$ cat config.mk
export PLATFORM = sky130hd
export DESIGN_NAME = tog_sync_tx
export DESIGN_NICKNAME = d
export VERILOG_FILES = /design/src/rtl/tog_sync_tx.sv
export SDC_FILE = /design/constraint.sdc
export NUM_CORES = 1
export LEC_CHECK = 0
export ABC_AREA = 1
export CORE_AREA = 3 3 60 118
export DETAILED_ROUTE_END_ITERATION = 7
export DIE_AREA = 0 0 63 121
export PLACE_DENSITY = 0.71
export REMOVE_ABC_BUFFERS = 1
export SYNTH_ARGS = -nofsm -noshare
export SYNTH_HDL_FRONTEND = slang
export SYNTH_SLANG_ARGS = --single-unit
$ cat constraint.sdc
create_clock -name clk -period 5.2 [get_ports clk]
set_input_delay 1.56 -clock clk [delete_from_list [all_inputs] [get_ports clk]]
set_output_delay 1.56 -clock clk [all_outputs]
set_load 0.02 [all_outputs]
$ cat src/rtl/tog_sync_tx.sv
// rtl/tog_sync_tx.sv - paced launcher feeding a toggle-pulse synchronizer
//
// Buffers upstream words in a small FIFO and launches them one at a time
// toward a toggle synchronizer. Each launch presents a word on tx_data
// together with a one-cycle tx_pulse, then holds for max(gap,1) cycles so
// the far side has time to capture the word before the next one arrives.
//
// Ports:
//   clk      - single clock, rising edge (source domain of the crossing)
//   rst      - synchronous active-high reset
//   en       - launch enable (gates new launches only)
//   gap      - minimum hold after a launch, in clk cycles (sampled at launch)
//   s_valid  - upstream word valid
//   s_ready  - FIFO can accept a word this cycle
//   s_data   - upstream word
//   tx_data  - registered word to the synchronizer data input
//   tx_pulse - registered single-cycle launch strobe
//   busy     - high while holding after a launch
//   level    - FIFO occupancy

module tog_sync_tx #(
  parameter int N     = 8,
  parameter int DEPTH = 4,
  parameter int GAP_W = 8
) (
  input  logic                       clk,
  input  logic                       rst,
  input  logic                       en,
  input  logic [GAP_W-1:0]           gap,
  input  logic                       s_valid,
  output logic                       s_ready,
  input  logic [N-1:0]               s_data,
  output logic [N-1:0]               tx_data,
  output logic                       tx_pulse,
  output logic                       busy,
  output logic [$clog2(DEPTH):0]     level
);

  localparam int AW    = $clog2(DEPTH);
  localparam int LVL_W = AW + 1;

  typedef enum logic {
    IDLE = 1'b0,
    HOLD = 1'b1
  } state_t;

  state_t             state_q, state_d;
  logic [GAP_W-1:0]   cnt_q;
  logic [AW-1:0]      wr_ptr, rd_ptr;
  logic [LVL_W-1:0]   level_q;
  logic [N-1:0]       mem [DEPTH];
  logic               push, launch;
  logic [GAP_W-1:0]   gap_eff;

  // Readiness looks only at the current level, so a pop in the same cycle
  // does not open a slot for a push when full.
  assign s_ready = (level_q < LVL_W'(DEPTH)) && !rst;
  assign push    = s_valid && s_ready;
  assign gap_eff = (gap == '0) ? GAP_W'(1) : gap;
  assign level   = level_q;
  assign busy    = (state_q == HOLD);

  always_comb begin
    state_d = state_q;
    launch  = 1'b0;
    unique case (state_q)
      IDLE: begin
        if (en && (level_q != '0)) begin
          launch  = 1'b1;
          state_d = HOLD;
        end
      end
      HOLD: begin
        // <= 1 rather than == 1 so a stray zero count cannot wrap into a long hold.
        if (cnt_q <= GAP_W'(1)) begin
          state_d = IDLE;
        end
      end
      default: state_d = IDLE;
    endcase
  end

  always_ff @(posedge clk) begin
    if (rst) begin
      state_q <= IDLE;
    end else begin
      state_q <= state_d;
    end
  end

  always_ff @(posedge clk) begin
    if (rst) begin
      cnt_q    <= '0;
      wr_ptr   <= '0;
      rd_ptr   <= '0;
      level_q  <= '0;
      tx_data  <= '0;
      tx_pulse <= 1'b0;
    end else begin
      tx_pulse <= launch;
      if (launch) begin
        tx_data <= mem[rd_ptr];
        rd_ptr  <= rd_ptr + AW'(1);
        cnt_q   <= gap_eff;
      end else if (state_q == HOLD) begin
        cnt_q <= cnt_q - GAP_W'(1);
      end
      if (push) begin
        wr_ptr <= wr_ptr + AW'(1);
      end
      if (push && !launch) begin
        level_q <= level_q + LVL_W'(1);
      end else if (!push && launch) begin
        level_q <= level_q - LVL_W'(1);
      end
    end
  end

  // Storage is not reset; occupancy and pointers define which entries are live.
  always_ff @(posedge clk) begin
    if (push) begin
      mem[wr_ptr] <= s_data;
    end
  end

endmodule

==> results.json, run 1 <==
{
  "status": "complete, no violations",
  "regArea_sq_um": 1460,
  "hold_buffers": 0,
  "synthFlopType": "edfxtp_1",
  "grt_max_degree": 19,
  "grt-ovfl-total": 0,
  "ir_drop_uv": 234,
  "final_util_pct": 50.3,
  "worstSetupPathType": "input port to output pin",
  "synthXorXnorAreaFrac_pct": 0.705,
  "cts.path.max_buffers": 2,
  "cts_made_buffers": 9,
  "die_y_um": 121,
  "post_drt_via_cell_ratio": 4.82,
  "syn2layout_area_growth_pct": 27.8,
  "antenna_found_initial": 0,
  "arrival_ns": 2.76,
  "ys_async_sr_fraction_pct": 0,
  "cts_tree": "built",
  "power_leakage_nw": 1.23,
  "worstSetupEndpointType": "output pin",
  "worstPathMaxFanout": 2,
  "critPathSlowestCell": "clkdlybuf4s50_1",
  "finalHoldViolations": 0,
  "pre_cts_slack_ns": 0.874,
  "wirelength_mm": 4.96,
  "h-tree-depth": 3,
  "fin_worst_skew_ns": 0.00343,
  "nets": 329,
  "postRouteAntennaNets": 0,
  "drive_gt1_share_pct": 6.86,
  "max_stage_delay_ns": 0.62,
  "dp_hpwl_mm": 3.65,
  "wl_per_cell_um": 12.6,
  "fmax_mhz": 232,
  "io_pins": 34,
  "clock-sinks": 57,
  "grt_pass1_wl_mm": 8.04,
  "clkSlewWorstSetupHoldPaths_ns": 0.05,
  "yosysSeqAreaShare_pct": 58.8,
  "powerDensity_nw_per_um2": 570,
  "crit_required_ns": 3.64,
  "fin_ws_ns": 0.885,
  "grtUsageTotal_pct": 14.2,
  "synthCells": 264,
  "crit_buf_inv": 2,
  "synth_cell_type_count": 24,
  "rsz0062_at_grt": "false",
  "fillers": 581,
  "cap_violations": 0,
  "ys_warn_count": 0,
  "hold_path_class": "flip-flop to flip-flop",
  "initial_core_util_pct": 39.4,
  "crit_top_cell": "clkdlybuf4s50_1",
  "rows": 41,
  "syn_area_per_cell_sq_um": 9.41,
  "synth-compound-area-share_pct": 12.3,
  "ys_seq_elements": 57,
  "drc": 0,
  "cts_root_buf": "clkbuf_16",
  "min_period_ns": 4.32,
  "grt_pass1_vias": 1845,
  "placement.io_buffers": 33,
  "postCtsResizedCells": 0,
  "synthSimpleGateAreaFrac_pct": 16.9,
  "post_cts_buffers": 0,
  "synth_area_sq_um": 2480,
  "synth_edf_count": 32,
  "synth_top_family_by_area": "simple AND/OR/NAND/NOR gates",
  "dieArea_sq_um": 7620,
  "diodes": 0,
  "die_width_um": 63,
  "synth_fa_ha_area_share_pct": 4.33,
  "finalCritPeriodShare_pct": 83.0,
  "insertion_delay_ns": 0.32,
  "first_iter_violations": 117,
  "drt_first_pass_iters": 4,
  "cpLargestDelayFamily": "buffers and inverters",
  "fin_cells": 392,
  "coreArea_sq_um": 6310,
  "placed_cells": 376,
  "vias": 1888,
  "worstMarginPinSlew_ns": 0.714,
  "max_slew_margin_pct": 52.2,
  "cp-start-kind": "input port",
  "setup_viol": 0,
  "fin_setup_tns_ns": 0,
  "synthMuxAreaShare_pct": 0,
  "slew_violations": 0,
  "place_congestion": 0.863,
  "multi_input_area_sq_um": 851,
  "path_cells": "clkdlybuf4s50_1 > nor2_1 > clkdlybuf4s50_1"
}
==> cell usage after synthesis (2+ instances only) <==
cell      count  area share (%)
nor2_1       59             8.9
edfxtp_1     32              39
nand2_1      31             4.7
o21ai_0      29             5.8
inv_1        26             3.9
dfxtp_1      25              20
a21oi_1      11             2.2
nand3_1       8             1.6
o22ai_1       8             2.0
ha_1          7             3.5
o21ai_1       7             1.4
buf_2         4            0.81
buf_6         4             1.8
o211ai_1      2            0.60
xor2_1        2            0.71
==> metrics by stage <==
| step | area, sq um | hold WS, ns | power [mW] |
|---|---|---|---|
| 2_1_floorplan | 2420 | 0.448 | 1.02 |
| 3_3_place_gp | 2870 | 0.474 | 1.21 |
| 3_5_place_dp | 2870 | 0.477 | 1.22 |
| 4_1_cts | 3180 | 0.484 | 1.83 |
| 5_1_grt | 3180 | 0.497 | 1.92 |
| 6_report | 3180 | 0.481 | 1.81 |
==> flip-flops by register name, summed over array words and instances, names as in the netlist <==
name      cells
level         3
wr_ptr        2
tx_pulse      1
mem          32
tx_data       8
busy          1
rd_ptr        2
cnt_q         8
==> power by group <==
group	switching [mW]	leakage, nW	internal, mW
logic	0.336	0.583	0.228
registers	0.0866	0.496	0.562
clock network	0.182	0.152	0.415
==> cell families after synthesis <==
kind of cell	Yosys count
AND/OR/NAND/NOR	103
adder cells (fa/ha/maj)	8
AO/OA/AOI/OAI	58
flip-flops	57
XOR/XNOR	2
buffers and inverters	36
==> worst min-delay path: stages (launching register included) <==
cell,delay [ns]
dfxtp_1,0.32
nand2_1,0.06
a21oi_1,0.05
==> layout by cell type (no fill, tap or decap) <==
| cell | synthesis | routed |
|---|---|---|
| nand3_4 | 1 | 1 |
| a21oi_1 | 11 | 11 |
| nor2_1 | 59 | 59 |
| o21ai_1 | 7 | 7 |
| nand3_1 | 8 | 8 |
| nand2_1 | 31 | 31 |
| a31oi_1 | 1 | 1 |
| o22ai_1 | 8 | 8 |
| buf_4 | 0 | 1 |
| nor3_1 | 1 | 1 |
| xor2_1 | 2 | 2 |
| clkbuf_1 | 0 | 1 |
| dfxtp_1 | 25 | 25 |
| fa_1 | 1 | 1 |
| o21ai_0 | 29 | 29 |
| clkinv_2 | 0 | 3 |
| o211ai_1 | 2 | 2 |
| bufinv_16 | 0 | 2 |
| inv_4 | 1 | 1 |
| inv_2 | 1 | 1 |
| edfxtp_1 | 32 | 32 |
| clkdlybuf4s50_1 | 0 | 33 |
| nand4_1 | 1 | 1 |
| clkinvlp_4 | 0 | 1 |
| inv_1 | 26 | 26 |
| clkbuf_16 | 0 | 9 |
| nand2_2 | 1 | 1 |
| nor2_2 | 1 | 1 |
| ha_1 | 7 | 7 |
==> path summary, 6_finish.rpt <==
check	slack, ns	cells after the start	from	to
max	0.88	3	rst	s_ready
min	0.48	2	cnt_q[7]	cnt_q[7]
max reg2reg	3.14	9	busy	level[2]
min reg2reg	0.48	2	cnt_q[7]	cnt_q[7]
==> layer usage <==
metal | vias to the layer above | share of wire, % | global-route usage, %
li1 | 959 | - | -
met1 | 867 | 34 | 10.7
met2 | 51 | 58 | 27.5
met3 | 11 | 4.6 | 5.93
met4 | 0 | 2.7 | 9.54
met5 | - | 0 | 0
==> cell type report <==
type                            instances  share of cell area [%]
Clock buffer                           10                    7.21
Clock inverter                          6                    2.60
Inverter                               28                    3.39
Multi-Input combinational cell        171                    26.8
Sequential cell                        57                    46.0
Tap cell                               86                    3.39
Timing Repair Buffer                   34                    10.6
No activity file was read; power rests on OpenSTA's default activity.
==> inputs of run 2 (changes only) <==
==> constraint.sdc (replaced) <==
create_clock -name clk -period 4 [get_ports clk]
set_input_delay 1.2 -clock clk [delete_from_list [all_inputs] [get_ports clk]]
set_output_delay 1.2 -clock clk [all_outputs]
set_load 0.02 [all_outputs]
==> run 2 against run 1 <==
Wire length grew 1.1%; clock power rose by 31%; combinational power grew 31%; setup slack got worse by 0.48 ns; first-iteration DRC count shrank 50%; hold slack is essentially flat; register-to-register slack lost 1.2 ns; cell area did not move; utilization stayed put; non-clock buffer count unchanged; final cell count unchanged; sequential power up 30%; critical path type unchanged; critical endpoint unchanged.
==> results.json, run 2 (synthesized netlist as in run 1, its figures left out) <==
{
  "status": "complete, no violations",
  "swShare_pct": 33.8,
  "grt_pass1_wl_mm": 8.34,
  "place_area_sq_um": 2870,
  "die_y_um": 121,
  "grtUsageTotal_pct": 14.7,
  "initial_core_util_pct": 39.4,
  "hold_path_class": "flip-flop to flip-flop",
  "worstPathMaxFanout": 2,
  "r2r-end": "level[2]",
  "worstSetupPathType": "input port to output pin",
  "p_comb_share_pct": 31.3,
  "placement.io_buffers": 33,
  "wirelength_mm": 5.02,
  "max_slew_margin_pct": 52.7,
  "worstMarginPinSlew_ns": 0.707,
  "rr_worst_depth": 9,
  "dieArea_sq_um": 7620,
  "ir_drop_uv": 336,
  "crit_top_cell": "clkdlybuf4s50_1",
  "intPower_mw": 1.57,
  "cap_violations": 0,
  "finalHoldViolations": 0,
  "clkSlewWorstSetupHoldPaths_ns": 0.05,
  "crit_buf_inv": 2,
  "timing.reg2reg.setup_slack_ns": 1.91,
  "route.met2.wl_mm": 2.91,
  "rsz0062_at_grt": "false",
  "fin_worst_skew_ns": 0.00557,
  "drive_gt1_share_pct": 6.86,
  "stdcell_area_sq_um": 3180,
  "powerDensity_nw_per_um2": 745,
  "first_iter_violations": 58,
  "final_common_cell": "nor2_1",
  "seq_power_share_pct": 35.7,
  "cpLargestDelayFamily": "buffers and inverters",
  "coreArea_sq_um": 6310,
  "power_mw": 2.37,
  "dp_hpwl_mm": 3.74,
  "min_period_ns": 3.59,
  "finalCritPeriodShare_pct": 89.9,
  "cp-start-kind": "input port",
  "power_switching_mw": 0.800,
  "syn2layout_area_growth_pct": 27.8,
  "startpoint": "rst",
  "vias": 1864,
  "diodes": 0,
  "insertion_delay_ns": 0.32,
  "cts.path.max_buffers": 2,
  "fillers": 577,
  "cp.depth": 3,
  "wl_per_cell_um": 12.8,
  "grt_pass1_vias": 1866,
  "postCtsResizedCells": 0,
  "post_cts_buffers": 0,
  "met1Wirelength_mm": 1.70,
  "fin_setup_tns_ns": 0,
  "r2r_start": "busy",
  "regArea_sq_um": 1460,
  "hold_buffers": 0,
  "path_cells": "clkdlybuf4s50_1 > nor2_1 > clkdlybuf4s50_1",
  "nets": 329,
  "slew_violations": 0,
  "critPathSlowestCell": "clkdlybuf4s50_1",
  "grt_max_degree": 19,
  "antenna_found_initial": 0,
  "largest_reg_flops": 32,
  "die_width_um": 63,
  "cts_made_buffers": 9,
  "h-tree-depth": 3,
  "multi_input_area_sq_um": 851,
  "fmax_mhz": 278,
  "max_stage_delay_ns": 0.63,
  "top_layer": "met4",
  "power_leakage_nw": 1.23,
  "rows": 41,
  "worstSetupEndpointType": "output pin",
  "pre_cts_slack_ns": 0.405,
  "grt-ovfl-total": 0,
  "post_drt_via_cell_ratio": 4.76,
  "fin_ws_ns": 0.406,
  "setup_viol": 0,
  "arrival_ns": 2.39,
  "met3_length_um": 179,
  "reg_top3": "mem: 32 flops, cnt_q: 8 flops, tx_data: 8 flops",
  "drc": 0,
  "clock-sinks": 57,
  "io_pins": 34,
  "cts_tree": "built",
  "postRouteAntennaNets": 0,
  "cts_root_buf": "clkbuf_16",
  "crit_end": "s_ready",
  "place_congestion": 0.858,
  "pwr-share-clk_pct": 33.0,
  "drt_first_pass_iters": 6,
  "most-common-layout-cells": "nor2_1 (59), clkdlybuf4s50_1 (33), edfxtp_1 (32), nand2_1 (31), o21ai_0 (29)",
  "top_register": "mem",
  "crit_required_ns": 2.80
}
[run 2: cell counts in the layout (fill, tap and decap cells not counted)]
Identical to the previous run, type by type.
[run 2: worst min path at each step]
stage | slack [ns] | endpoint | start | depth (start not counted)
after floorplan | 0.45 | cnt_q[7] | cnt_q[7] | 2
after global placement | 0.47 | cnt_q[7] | cnt_q[7] | 2
after detailed placement | 0.48 | cnt_q[7] | cnt_q[7] | 2
final | 0.48 | cnt_q[7] | cnt_q[7] | 2
after global routing | 0.51 | cnt_q[7] | cnt_q[7] | 2
after CTS | 0.49 | cnt_q[7] | cnt_q[7] | 2
[run 2: power by group through the flow]
stage,Clock [mW],Combinational [mW],Sequential [mW]
3_3_place_gp,0,0.724,0.850
4_1_cts,0.794,0.747,0.843
2_1_floorplan,0,0.443,0.881
3_5_place_dp,0,0.741,0.852
5_1_grt,0.820,0.837,0.858
6_report,0.781,0.741,0.844
[run 2: area by class of cell]
type | instances | area share, %
flip-flops and latches | 57 | 46.0
clock inverters | 6 | 2.60
clock buffers | 10 | 7.21
well taps | 86 | 3.39
repair buffers | 34 | 10.6
inverters | 28 | 3.39
multi-input cells | 171 | 26.8
[run 2: worst reg2reg max path, stage by stage, from the launching register on]
cell and delay [ns]:
dfxtp_1 0.54, inv_2 0.12, nand3_4 0.24, ha_1 0.19, inv_1 0.06, fa_1 0.38
a21oi_1 0.14, o21ai_0 0.11, xor2_1 0.15, nor2_1 0.05
[run 2: through the flow]
stage	hold slack, ns	utilization (%)	cells
2_1_floorplan	0.448	-	256
3_3_place_gp	0.473	45.4	376
3_5_place_dp	0.480	45.4	376
4_1_cts	0.487	50.3	392
5_1_grt	0.510	50.3	392
6_report	0.480	50.3	392
[run 2: layer usage]
metal,GRT usage (%),vias to the layer above
li1,-,956
met1,11.4,846
met2,28.9,41
met3,4.17,21
met4,11.2,0
met5,0,-
